`src/rtl/adapter_bram_2_axis_prefetch.sv`:
```
// rtl/adapter_bram_2_axis_prefetch.sv - BRAM ping-pong half to AXI-Stream packet adapter with credit-based prefetch
//
// Reads i_bram_size words from a BRAM half and emits them as one AXI-Stream packet.
// Reads are issued ahead of the sink through a READ_LATENCY-deep in-flight pipe into a
// FIFO_DEPTH-entry decoupling FIFO. A ready sink therefore sees back-to-back beats.
//
// Ports:
//   clk, rst          clock, synchronous active-high reset
//   i_bram_en         level: half owned by this block; dropping it mid-packet aborts
//   i_bram_size       packet length in words, sampled when leaving IDLE
//   o_bram_addr       BRAM read address
//   o_bram_rd         BRAM read strobe, one word per asserted cycle
//   i_bram_data       BRAM read data, READ_LATENCY cycles after the strobe
//   o_done            packet fully accepted; held until i_bram_en falls
//   i_axis_user       passed through combinationally to o_axis_user
//   i_axis_ready      TREADY
//   o_axis_data       TDATA (FIFO head)
//   o_axis_last       TLAST
//   o_axis_valid      TVALID (FIFO non-empty)
//
// Optional feature macro ADAPTER_BRAM_AXIS_KEEP_EN adds:
//   i_last_keep       byte enables for the final beat, sampled with i_bram_size (0 = all bytes)
//   o_axis_keep       TKEEP: all-ones except on the TLAST beat
module adapter_bram_2_axis_prefetch #(
  parameter int AXIS_DATA_WIDTH = 32,
  parameter int BRAM_DEPTH      = 8,
  parameter int READ_LATENCY    = 1,
  parameter int FIFO_DEPTH      = 4,
  parameter int USER_DEPTH      = 1
) (
  input  logic                         clk,
  input  logic                         rst,
  input  logic                         i_bram_en,
  input  logic [BRAM_DEPTH:0]          i_bram_size,
  output logic [BRAM_DEPTH-1:0]        o_bram_addr,
  output logic                         o_bram_rd,
  input  logic [AXIS_DATA_WIDTH-1:0]   i_bram_data,
  output logic                         o_done,
  input  logic [USER_DEPTH-1:0]        i_axis_user,
  output logic [USER_DEPTH-1:0]        o_axis_user,
  input  logic                         i_axis_ready,
  output logic [AXIS_DATA_WIDTH-1:0]   o_axis_data,
  output logic                         o_axis_last,
  output logic                         o_axis_valid
`ifdef ADAPTER_BRAM_AXIS_KEEP_EN
  ,
  input  logic [AXIS_DATA_WIDTH/8-1:0] i_last_keep,
  output logic [AXIS_DATA_WIDTH/8-1:0] o_axis_keep
`endif
);

  localparam int PW = $clog2(FIFO_DEPTH);
  localparam int CW = $clog2(FIFO_DEPTH) + 1;
  // Occupancy spans FIFO entries, the in-flight pipe and the strobe on the bus this cycle.
  localparam int OW = $clog2(FIFO_DEPTH + READ_LATENCY + 2);
  localparam logic [BRAM_DEPTH:0] CNT_ONE = 1;

  typedef enum logic [1:0] {IDLE, READ, DRAIN, DONE} state_t;

  state_t                       state;
  logic [BRAM_DEPTH:0]          size;
  logic [BRAM_DEPTH:0]          rd_cnt;
  logic [BRAM_DEPTH:0]          tx_cnt;
  logic [READ_LATENCY-1:0]      pipe;
  logic [AXIS_DATA_WIDTH-1:0]   mem [FIFO_DEPTH];
  logic [PW-1:0]                wr_ptr;
  logic [PW-1:0]                rd_ptr;
  logic [CW-1:0]                count;
  logic [OW-1:0]                pipe_cnt;
  logic [OW-1:0]                occ;
  logic                         active;
  logic                         push;
  logic                         fire;
  logic                         credit;
  logic                         issue;

  always_comb begin
    pipe_cnt = '0;
    for (int i = 0; i < READ_LATENCY; i++) begin
      pipe_cnt = pipe_cnt + OW'(pipe[i]);
    end
  end

  assign active       = (state == READ || state == DRAIN) && i_bram_en;
  assign push         = pipe[READ_LATENCY-1] && active;
  assign o_axis_valid = (count != '0);
  assign fire         = o_axis_valid && i_axis_ready;
  assign occ          = OW'(count) + pipe_cnt + OW'(o_bram_rd);
  // A pop this cycle frees a slot before the new word can land, so it counts as credit.
  assign credit       = (occ - OW'(fire)) < OW'(FIFO_DEPTH);
  assign issue        = (state == READ) && (rd_cnt < size) && credit;

  assign o_axis_data  = mem[rd_ptr];
  assign o_axis_last  = o_axis_valid && ((tx_cnt + CNT_ONE) == size);
  assign o_axis_user  = i_axis_user;

`ifdef ADAPTER_BRAM_AXIS_KEEP_EN
  logic [AXIS_DATA_WIDTH/8-1:0] last_keep_q;
  assign o_axis_keep = o_axis_last ? last_keep_q : '1;
`endif

  always_ff @(posedge clk) begin
    if (push) begin
      mem[wr_ptr] <= i_bram_data;
    end
  end

  always_ff @(posedge clk) begin
    if (rst) begin
      state       <= IDLE;
      size        <= '0;
      rd_cnt      <= '0;
      tx_cnt      <= '0;
      pipe        <= '0;
      wr_ptr      <= '0;
      rd_ptr      <= '0;
      count       <= '0;
      o_bram_rd   <= 1'b0;
      o_bram_addr <= '0;
      o_done      <= 1'b0;
`ifdef ADAPTER_BRAM_AXIS_KEEP_EN
      last_keep_q <= '1;
`endif
    end else begin
      for (int i = READ_LATENCY - 1; i > 0; i--) begin
        pipe[i] <= pipe[i-1];
      end
      pipe[0] <= o_bram_rd;

      case (state)
        IDLE: begin
          o_bram_rd <= 1'b0;
          o_done    <= 1'b0;
          if (i_bram_en) begin
            size        <= i_bram_size;
            tx_cnt      <= '0;
            o_bram_addr <= '0;
`ifdef ADAPTER_BRAM_AXIS_KEEP_EN
            last_keep_q <= (i_last_keep == '0) ? '1 : i_last_keep;
`endif
            if (i_bram_size == '0) begin
              rd_cnt <= '0;
              state  <= DONE;
              o_done <= 1'b1;
            end else begin
              // The FIFO is empty here, so the first word can be requested immediately.
              o_bram_rd <= 1'b1;
              rd_cnt    <= CNT_ONE;
              state     <= (i_bram_size == CNT_ONE) ? DRAIN : READ;
            end
          end
        end

        READ, DRAIN: begin
          if (!i_bram_en) begin
            // Owner took the half back mid-packet: drop everything, no done indication.
            state     <= IDLE;
            o_bram_rd <= 1'b0;
            pipe      <= '0;
            wr_ptr    <= '0;
            rd_ptr    <= '0;
            count     <= '0;
          end else begin
            if (push) begin
              wr_ptr <= wr_ptr + PW'(1);
            end
            if (fire) begin
              rd_ptr <= rd_ptr + PW'(1);
              tx_cnt <= tx_cnt + CNT_ONE;
            end
            count <= count + CW'(push) - CW'(fire);

            if (state == READ) begin
              o_bram_rd <= issue;
              if (issue) begin
                o_bram_addr <= rd_cnt[BRAM_DEPTH-1:0];
                rd_cnt      <= rd_cnt + CNT_ONE;
                if ((rd_cnt + CNT_ONE) == size) begin
                  state <= DRAIN;
                end
              end
            end else begin
              o_bram_rd <= 1'b0;
              if (fire && o_axis_last) begin
                state  <= DONE;
                o_done <= 1'b1;
              end
            end
          end
        end

        DONE: begin
          o_bram_rd <= 1'b0;
          if (!i_bram_en) begin
            state  <= IDLE;
            o_done <= 1'b0;
          end
        end

        default: state <= IDLE;
      endcase
    end
  end

endmodule
```
`config.mk`:
```
export PLATFORM = sky130hd
export DESIGN_NAME = adapter_bram_2_axis_prefetch
export DESIGN_NICKNAME = d
export VERILOG_FILES = /design/src/rtl/adapter_bram_2_axis_prefetch.sv
export SDC_FILE = /design/constraint.sdc
export NUM_CORES = 1
export LEC_CHECK = 0
export ABC_CLOCK_PERIOD_IN_PS = 6830
export BUFFER_PORTS_ARGS = -buffer_cell sky130_fd_sc_hd__buf_2
export CELL_PAD_IN_SITES_DETAIL_PLACEMENT = 1
export CELL_PAD_IN_SITES_GLOBAL_PLACEMENT = 2
export CORE_MARGIN = 8
export CORE_UTILIZATION = 44
export DETAILED_ROUTE_END_ITERATION = 16
export PLACE_DENSITY_LB_ADDON = 0.1
export REMOVE_ABC_BUFFERS = 1
export SETUP_SLACK_MARGIN = 0.02
export SLEW_MARGIN = 5
export SYNTH_ARGS = -nofsm -noshare
export SYNTH_HDL_FRONTEND = slang
export SYNTH_SLANG_ARGS = --single-unit
```
`constraint.sdc`:
```
create_clock -name clk -period 6.83 [get_ports clk]
set_input_delay 1.366 -clock clk [delete_from_list [all_inputs] [get_ports clk]]
set_output_delay 1.366 -clock clk [all_outputs]
set_load 0.03 [all_outputs]
```
==> results of run 1 <==
area by class of cell:
cell class / instances / area, um2
Clock buffer: 17 / 425
Clock inverter: 15 / 166
Fill cell: 1777 / 8370
Inverter: 28 / 105
Multi-Input combinational cell: 339 / 2710
Sequential cell: 177 / 4830
Tap cell: 225 / 282
Timing Repair Buffer: 92 / 470
registers in the layout (all words and copies together), names as in the netlist, named ones only:
signal       cells
rd_cnt           9
o_done           1
state            2
count            3
pipe             1
rd_ptr           2
o_bram_rd        1
wr_ptr           2
size             9
tx_cnt           9
o_bram_addr      8
mem            128
per-layer routing:
layer / up-vias / GRT usage, % / wire (um)
li1: 2323 / - / -
met1: 2441 / 20.1 / 7780
met2: 77 / 30.7 / 9460
met3: 17 / 3.88 / 694
met4: 0 / 4.80 / 189
met5: - / 0 / 0
per-stage QoR:
| step | hold slack [ns] | cells | util, % | total power [mW] |
|---|---|---|---|---|
| 5_1_grt | 0.480 | 893 | 51.8 | 2.57 |
| 6_report | 0.453 | 893 | 51.8 | 2.46 |
| 3_5_place_dp | 0.448 | 861 | 48.4 | 1.52 |
| 2_1_floorplan | 0.461 | 544 | - | 1.41 |
| 3_3_place_gp | 0.443 | 861 | 48.4 | 1.51 |
| 4_1_cts | 0.458 | 893 | 51.8 | 2.49 |
worst max path at each step:
stage / start / endpoint / slack (ns) / cells past startpoint
4_1_cts: tx_cnt[0] / o_axis_last / 2.84 / 6
6_report: tx_cnt[0] / o_axis_last / 2.87 / 6
3_5_place_dp: i_axis_ready / rd_cnt[0] / 2.73 / 12
3_3_place_gp: i_axis_ready / rd_cnt[0] / 2.83 / 12
2_1_floorplan: i_axis_ready / rd_cnt[0] / 3.19 / 11
5_1_grt: tx_cnt[0] / o_axis_last / 2.70 / 6
power by group through the flow:
stage / clock, mW / sequential, mW / combinational [mW]
after global placement: 0 / 1.22 / 0.292
after floorplan: 0 / 1.22 / 0.187
after CTS: 0.993 / 1.20 / 0.302
after detailed placement: 0 / 1.22 / 0.300
after global routing: 1.03 / 1.20 / 0.336
final: 0.970 / 1.20 / 0.297
placed cells by master (no fill, tap or decap), types with 6 or more instances in the layout:
master / count
ha_1: 23
dfxtp_1: 48
nand3_1: 17
o21ai_0: 17
edfxtp_1: 128
xor2_1: 11
mux4_2: 32
clkbuf_16: 17
nor2_1: 38
nor4_1: 6
and3_2: 6
buf_2: 88
a21oi_1: 51
xnor2_1: 16
nand2_1: 44
nor3_1: 6
inv_1: 28
worst max-delay path: stages (launching register included):
cell      delay (ns)
dfxtp_1         0.48
ha_1            0.29
and3_1          0.35
nand2_4         0.07
o311a_4         0.37
a211oi_4        0.33
buf_2           0.27
logic make-up (layout without fill, tap and decap cells):
| logic type | Yosys count | count (layout) | synth area share, % |
|---|---|---|---|
| AOI/OAI and AO/OA | 98 | 98 | 7.90 |
| xor gates and xnor gates | 27 | 27 | 3.03 |
| adders and majority gates | 24 | 24 | 3.94 |
| buffers and inverters | 59 | 152 | 3.59 |
| DFF | 177 | 177 | 61.8 |
| muxes | 36 | 36 | 9.82 |
| and+or+nand+nor | 154 | 154 | 9.98 |
==> flow_summary.json, run 1 <==
{
  "die_h_um": 149,
  "totalNegativeSetupSlack_ns": 0,
  "ant_nets": 0,
  "cp-end-kind": "output port",
  "hp-start": "o_bram_addr[4]",
  "fin_ws_ns": 2.87,
  "wire_per_inst_um": 20.3,
  "syn_inst": 575,
  "powerDensity_nw_per_um2": 274,
  "cap_violations": 0,
  "antenna_found_initial": 0,
  "root_buffer": "clkbuf_16",
  "cp_max_fo": 7,
  "finalSetupViolCount": 0,
  "pwr-share-comb_pct": 12.1,
  "maxClockFrequency_mhz": 253,
  "tightestPinTransition_ns": 0.872,
  "dpl.hpwl_um": 12200,
  "hold_class": "reg -> reg",
  "drt_iter0_drc": 224,
  "core-area_um2": 17400,
  "synth.cell_area_um2": 7810,
  "relSlewSlack_pct": 41.8,
  "seqPwrFrac_pct": 48.6,
  "core.rowCount": 48,
  "rsz0062_at_grt": "no",
  "final_area_um2": 8990,
  "arrival_ns": 2.59,
  "fin_crit_sh_pct": 57.9,
  "finalClockSkew_ns": 0.0122,
  "vias": 4858,
  "seq_area_frac_synth_pct": 61.8,
  "grt_max_degree": 51,
  "start_kind": "flip-flop",
  "place_congestion": 0.773,
  "grt_pass1_wl_um": 29400,
  "drive_gt1_share_pct": 27.2,
  "die-width_um": 149,
  "rr_worst_depth": 12,
  "postCtsHoldBufs": 0,
  "area_delta_synth_final_pct": 15.0,
  "yosysUniqueCellTypes": 65,
  "wl_um": 18100,
  "r2r_end": "rd_cnt[0]",
  "path_class": "reg -> out",
  "insertion_delay_ns": 0.43,
  "first_pass_iters": 4,
  "synth_top_area_share_pct": 49.2,
  "timing.rr.start": "count[1]",
  "pre_cts_slack_ns": 2.73,
  "initial_core_util_pct": 45.0,
  "hold_path_depth": 2,
  "post-cts-setup-buffers": 0,
  "grt_pass1_vias": 5397,
  "synth_warnings": 0,
  "p_int_mw": 1.79,
  "cts_resized": 0,
  "diodes": 0,
  "cts-buffers-inserted": 17,
  "final_nets": 725,
  "clockBufferDepth": 2,
  "ys_ff_latch": 177,
  "synth.avg_cell_area_um2": 13.6,
  "power_frac_clock_pct": 39.4,
  "grt_use_total_pct": 17.1,
  "cp.required_ns": 5.46,
  "switching_share_pct": 27.5,
  "cts_max_level": 4,
  "place_area_um2": 8400,
  "io_pins": 91,
  "slew_viol_final": 0,
  "path_clk_slew_ns": 0.07,
  "hold_violations": 0,
  "vias_per_cell": 5.44,
  "synth.most_common_cell": "edfxtp_1",
  "synth_ff_type": "edfxtp_1",
  "cts_num_sinks": 177,
  "leakagePower_nw": 3.17,
  "overflow": 0,
  "rrSetupSlack_ns": 3.22,
  "async_flop_share_pct": 0,
  "status": "finished, final reports clean",
  "die-area_um2": 22300,
  "power_switching_mw": 0.677,
  "synth_area_leaders": "edfxtp_1 (49%), dfxtp_1 (13%), mux4_2 (9.2%)",
  "worstHoldEndpoint": "o_bram_addr[4]",
  "finalCriticalPeriod_ns": 3.96,
  "drcViolationCount": 0,
  "cts_tree": "built",
  "synth-edff-count": 128,
  "synth_top_cells_by_count": "edfxtp_1 (128), a21oi_1 (51), dfxtp_1 (49), nand2_1 (44), nor2_1 (38)",
  "ir_drop_mv": 0.185,
  "yosysTopAreaCell": "edfxtp_1",
  "port_buffers": 88
}
No activity file was read; power rests on OpenSTA's default activity.
==> run 2, diff against run 1 <==
- ABC_CLOCK_PERIOD_IN_PS: 6830 -> 3410
- CORE_UTILIZATION: 44 -> 37
- clock period: 6.83 -> 3.41 ns (I/O delays scaled with it)
==> flow_summary.json, run 2 (synthesis results as in run 1) <==
{
  "io_pins": 91,
  "wire_per_inst_um": 19.3,
  "cts_max_level": 4,
  "vias": 5004,
  "grt_pass1_vias": 5316,
  "tightestPinTransition_ns": 0.763,
  "area_delta_synth_final_pct": 18.6,
  "layout_commonest_cell": "edfxtp_1",
  "path_delay_family": "simple AND/OR/NAND/NOR gates",
  "overflow": 0,
  "place_inst": 932,
  "dpl.hpwl_um": 12900,
  "status": "finished, final reports clean",
  "core-area_um2": 20900,
  "met3_usage_pct": 3.69,
  "grt_pass1_wl_um": 29500,
  "antenna_found_initial": 0,
  "cp_max_fo": 5,
  "drcViolationCount": 0,
  "drt_iter0_drc": 233,
  "die_h_um": 161,
  "cp.required_ns": 3.74,
  "first_pass_iters": 4,
  "cap_violations": 0,
  "arrival_ns": 3.60,
  "slowest_stage": "or3_2",
  "path_clk_slew_ns": 0.08,
  "path_class": "reg -> reg",
  "leakagePower_nw": 3.30,
  "crit_chain": "or3_2, and2_2, ha_1, inv_1, ha_1, a21o_1, a21oi_1, xnor2_2, nand4_4, buf_4, nor4_1, a21oi_1, o31ai_1",
  "start_kind": "flip-flop",
  "diodes": 0,
  "slew_viol_final": 0,
  "vias_per_cell": 5.18,
  "core.rowCount": 53,
  "grt-busiest-layer": "met2",
  "pre_cts_slack_ns": 0.0997,
  "cts_tree": "built",
  "largest_reg_flops": 128,
  "die-width_um": 161,
  "powerDensity_nw_per_um2": 536,
  "grt_max_degree": 33,
  "grt_use_total_pct": 14.6,
  "ir_drop_mv": 0.354,
  "final_nets": 748,
  "fin_crit_sh_pct": 95.9,
  "power_mw": 4.97,
  "finalCriticalPeriod_ns": 3.27,
  "root_buffer": "clkbuf_16",
  "initial_core_util_pct": 37.4,
  "finalClockSkew_ns": 0.00977,
  "ant_nets": 0,
  "drive_gt1_share_pct": 29.4,
  "die-area_um2": 26000,
  "place_congestion": 0.757,
  "hold_class": "reg -> reg",
  "relSlewSlack_pct": 48.8,
  "worst-path-buf-inv": 2,
  "mostFrequentLayoutCells": "edfxtp_1 (128), buf_2 (88), a21oi_1 (51)",
  "clockBufferDepth": 2,
  "instances_no_fill": 966,
  "postCtsHoldBufs": 0,
  "met2_usage_pct": 25.1,
  "fin_ws_ns": 0.141,
  "insertion_delay_ns": 0.43,
  "wl_um": 18700,
  "regMostFlops": "mem",
  "cp-end-kind": "flip-flop",
  "cts-buffers-inserted": 17,
  "use_met1_pct": 18.2,
  "finalSetupViolCount": 0,
  "cpPeakStageDelay_ns": 0.50,
  "port_buffers": 88,
  "cts_num_sinks": 177,
  "maxClockFrequency_mhz": 306,
  "hold_violations": 0
}
run 2: changes by cell type in the layout (fill, tap and decap cells not counted), moves of 2 or more:
cell / before / now
and3_2: 6 / 3
clkinv_8: 2 / 4
and3_1: 5 / 8
clkinvlp_4: 3 / 1
buf_12: 0 / 2
buf_4: 4 / 25
run 2: what timing repair did:
| action | 4_1_cts | 5_1_grt |
|---|---|---|
| setup buffers | 0 | 2 |
| resized for setup | 0 | 4 |
| endpoints found under the setup margin | 0 | 12 |
run 2: power breakdown:
| group | switching [mW] | internal (mW) | leakage [nW] |
|---|---|---|---|
| Clock | 0.933 | 0.988 | 0.285 |
| Sequential | 0.0410 | 2.34 | 1.55 |
| Combinational | 0.439 | 0.223 | 1.47 |
run 2: path summary, 6_finish.rpt:
path,from,endpoint,slack (ns),depth (start not counted)
worst min register to register,o_bram_addr[4],o_bram_addr[4],0.45,2
worst max-delay path,count[0],rd_cnt[6],0.14,13
worst max register to register,count[0],rd_cnt[6],0.14,13
worst min-delay path,o_bram_addr[4],o_bram_addr[4],0.45,2
run 2: final cells by class:
type	instances	area [um2]
Timing Repair Buffer	115	668
Multi-Input combinational cell	339	2730
Inverter	28	105
Tap cell	275	344
Clock buffer	18	429
Fill cell	2209	11600
Clock inverter	14	161
Sequential cell	177	4830
run 2: stage by stage:
stage                     area (um2)  utilization [%]  hold slack, ns   TNS, ns
after floorplan                 7640                -           0.461         0
after global placement          8640             41.3           0.439         0
after detailed placement        8640             41.3           0.449         0
after CTS                       9230             44.2           0.443         0
after global routing            9270             44.4           0.442  -0.00427
final                           9270             44.4           0.455         0
run 2: worst reg2reg max path, cell delays in order, from the launching register on:
cell and delay, ns:
dfxtp_1 0.34, or3_2 0.50, and2_2 0.22, ha_1 0.27
inv_1 0.04, ha_1 0.27, a21o_1 0.15, a21oi_1 0.23
xnor2_2 0.21, nand4_4 0.19, buf_4 0.22, nor4_1 0.25
a21oi_1 0.07, o31ai_1 0.22
run 2: per-layer routing:
layer | share of wire [%] | routed length [um] | up-vias
met5 | 0 | 0 | -
met4 | 0.76 | 142 | 0
met3 | 3.8 | 702 | 12
met2 | 50 | 9340 | 94
met1 | 45 | 8470 | 2527
li1 | - | - | 2371
==> run 3, diff against run 2 <==
- ABC_CLOCK_PERIOD_IN_PS: 3410 -> 3400
- CORE_UTILIZATION: 37 -> 41
- clock period: 3.41 -> 3.4 ns (I/O delays scaled with it)
==> flow_summary.json, run 3 (synthesis results as in run 1) <==
{
  "cp_num_cells": 6,
  "place_area_um2": 8610,
  "maxClockFrequency_mhz": 311,
  "io_pins": 91,
  "clockBufferDepth": 2,
  "layout_commonest_cell": "edfxtp_1",
  "vias": 4983,
  "first_pass_iters": 4,
  "power_frac_clock_pct": 38.9,
  "relSlewSlack_pct": 49.5,
  "drive_gt1_share_pct": 30.0,
  "path_clk_slew_ns": 0.07,
  "cp.required_ns": 2.72,
  "drt_iter0_drc": 190,
  "seqPwrFrac_pct": 48.2,
  "final_nets": 746,
  "cap_violations": 0,
  "finalSetupViolCount": 0,
  "timing.rr.start": "count[0]",
  "grt_max_degree": 35,
  "power_switching_mw": 1.36,
  "start_kind": "flip-flop",
  "overflow": 0,
  "area_delta_synth_final_pct": 18.2,
  "r2r_end": "rd_cnt[0]",
  "slew_viol_final": 0,
  "cpPeakStageDelay_ns": 0.48,
  "status": "finished, final reports clean",
  "pre_cts_slack_ns": 0.119,
  "cts_max_level": 4,
  "insertion_delay_ns": 0.43,
  "initial_core_util_pct": 41.8,
  "cp-endpoint": "o_axis_last",
  "dpl.hpwl_um": 13300,
  "totalNegativeSetupSlack_ns": 0,
  "core-area_um2": 18700,
  "powerDensity_nw_per_um2": 539,
  "worst-path-buf-inv": 1,
  "crit_chain": "ha_1, and3_2, nand2_4, o311a_4, a211oi_4, buf_2",
  "die_h_um": 154,
  "post-cts-setup-buffers": 0,
  "mostFrequentLayoutCells": "edfxtp_1 (128), buf_2 (88), a21oi_1 (50)",
  "cts_num_sinks": 177,
  "tightestPinTransition_ns": 0.757,
  "vias_per_cell": 5.40,
  "port_buffers": 88,
  "finalClockSkew_ns": 0.00986,
  "path_class": "reg -> out",
  "drcViolationCount": 0,
  "final_area_um2": 9230,
  "rr_worst_depth": 12,
  "rrSetupSlack_ns": 0.18,
  "cts-buffers-inserted": 17,
  "leakagePower_nw": 3.29,
  "cp-end-kind": "output port",
  "hold_violations": 0,
  "arrival_ns": 2.54,
  "path_delay_family": "compound AO/OA/AOI/OAI gates",
  "fin_ws_ns": 0.183,
  "root_buffer": "clkbuf_16",
  "slowest_stage": "dfxtp_1",
  "grt_pass1_wl_um": 29500,
  "top_layer": "met4",
  "instances_no_fill": 923,
  "regMostFlops": "mem",
  "wl_um": 18800,
  "cp_max_fo": 7,
  "wire_per_inst_um": 20.4,
  "startpoint": "tx_cnt[0]",
  "switching_share_pct": 27.3,
  "ant_nets": 0,
  "cts_tree": "built",
  "core.rowCount": 50,
  "p_int_mw": 3.62,
  "die-width_um": 154,
  "fin_crit_sh_pct": 94.6,
  "wl_met1_um": 8000,
  "hold_class": "reg -> reg",
  "die-area_um2": 23700,
  "antenna_found_initial": 0,
  "largest_reg_flops": 128,
  "place_congestion": 0.764,
  "pwr-share-comb_pct": 12.9,
  "dr_wl_met3_um": 622,
  "holdWs_ns": 0.459,
  "route.met2.wl_um": 9890,
  "grt_use_total_pct": 16.1,
  "finalCriticalPeriod_ns": 3.22,
  "place_inst": 891,
  "diodes": 0,
  "ir_drop_mv": 0.344,
  "grt_pass1_vias": 5439
}
-- run 3: changes by cell type in the layout (fill, tap and decap cells not counted), sizes merged --
cell	delta
clkbuf	-1
inv	-1
clkinvlp	+1
buf	-2
bufinv	+1
-- run 3: worst min-delay path: stages, from the launching register on --
cell and delay (ns):
dfxtp_1 0.32, nand2_1 0.05, a21oi_1 0.05
-- run 3: layout make-up --
type | count | area, um2
inverter | 28 | 105
sequential | 177 | 4830
multi-input combinational | 339 | 2730
fill | 1902 | 9470
tap | 234 | 293
clock inverter | 15 | 170
clock buffer | 17 | 425
timing repair buffer | 113 | 678
-- run 3: what timing repair did --
item,4_1_cts,5_1_grt
hold buffers,0,0
setup endpoints to repair,0,15
gates resized for setup,0,5
hold endpoints to repair,0,0
-- run 3: worst min-delay path by stage --
stage                     slack (ns)  depth (start not counted)      startpoint             end
after floorplan                 0.46                          2         size[0]         size[0]
final                           0.46                          2  o_bram_addr[4]  o_bram_addr[4]
after CTS                       0.45                          1  i_bram_data[4]       mem[2][4]
after global routing            0.45                          1  i_bram_data[4]       mem[2][4]
after detailed placement        0.45                          2  o_bram_addr[0]  o_bram_addr[0]
after global placement          0.45                          2  o_bram_addr[2]  o_bram_addr[2]
-- run 3: per-layer routing --
| layer | track usage (%) | up-vias |
|---|---|---|
| met5 | 0 | - |
| met4 | 5.69 | 0 |
| met3 | 3.31 | 19 |
| met2 | 28.9 | 87 |
| met1 | 18.7 | 2511 |
| li1 | - | 2366 |
-- run 3: through the flow --
step                      power, mW  utilization [%]
after floorplan                2.82                -
after global placement         3.07             46.1
after detailed placement       3.09             46.1
after CTS                      5.03             49.2
after global routing           5.18             49.4
final                          4.98             49.4
-- run 3: power by group through the flow --
stage	Clock [mW]	Sequential, mW	Combinational, mW
floorplan	0	2.45	0.376
global route	2.06	2.40	0.719
finish	1.94	2.40	0.643
global placement	0	2.45	0.618
detailed placement	0	2.45	0.639
CTS	1.99	2.40	0.643
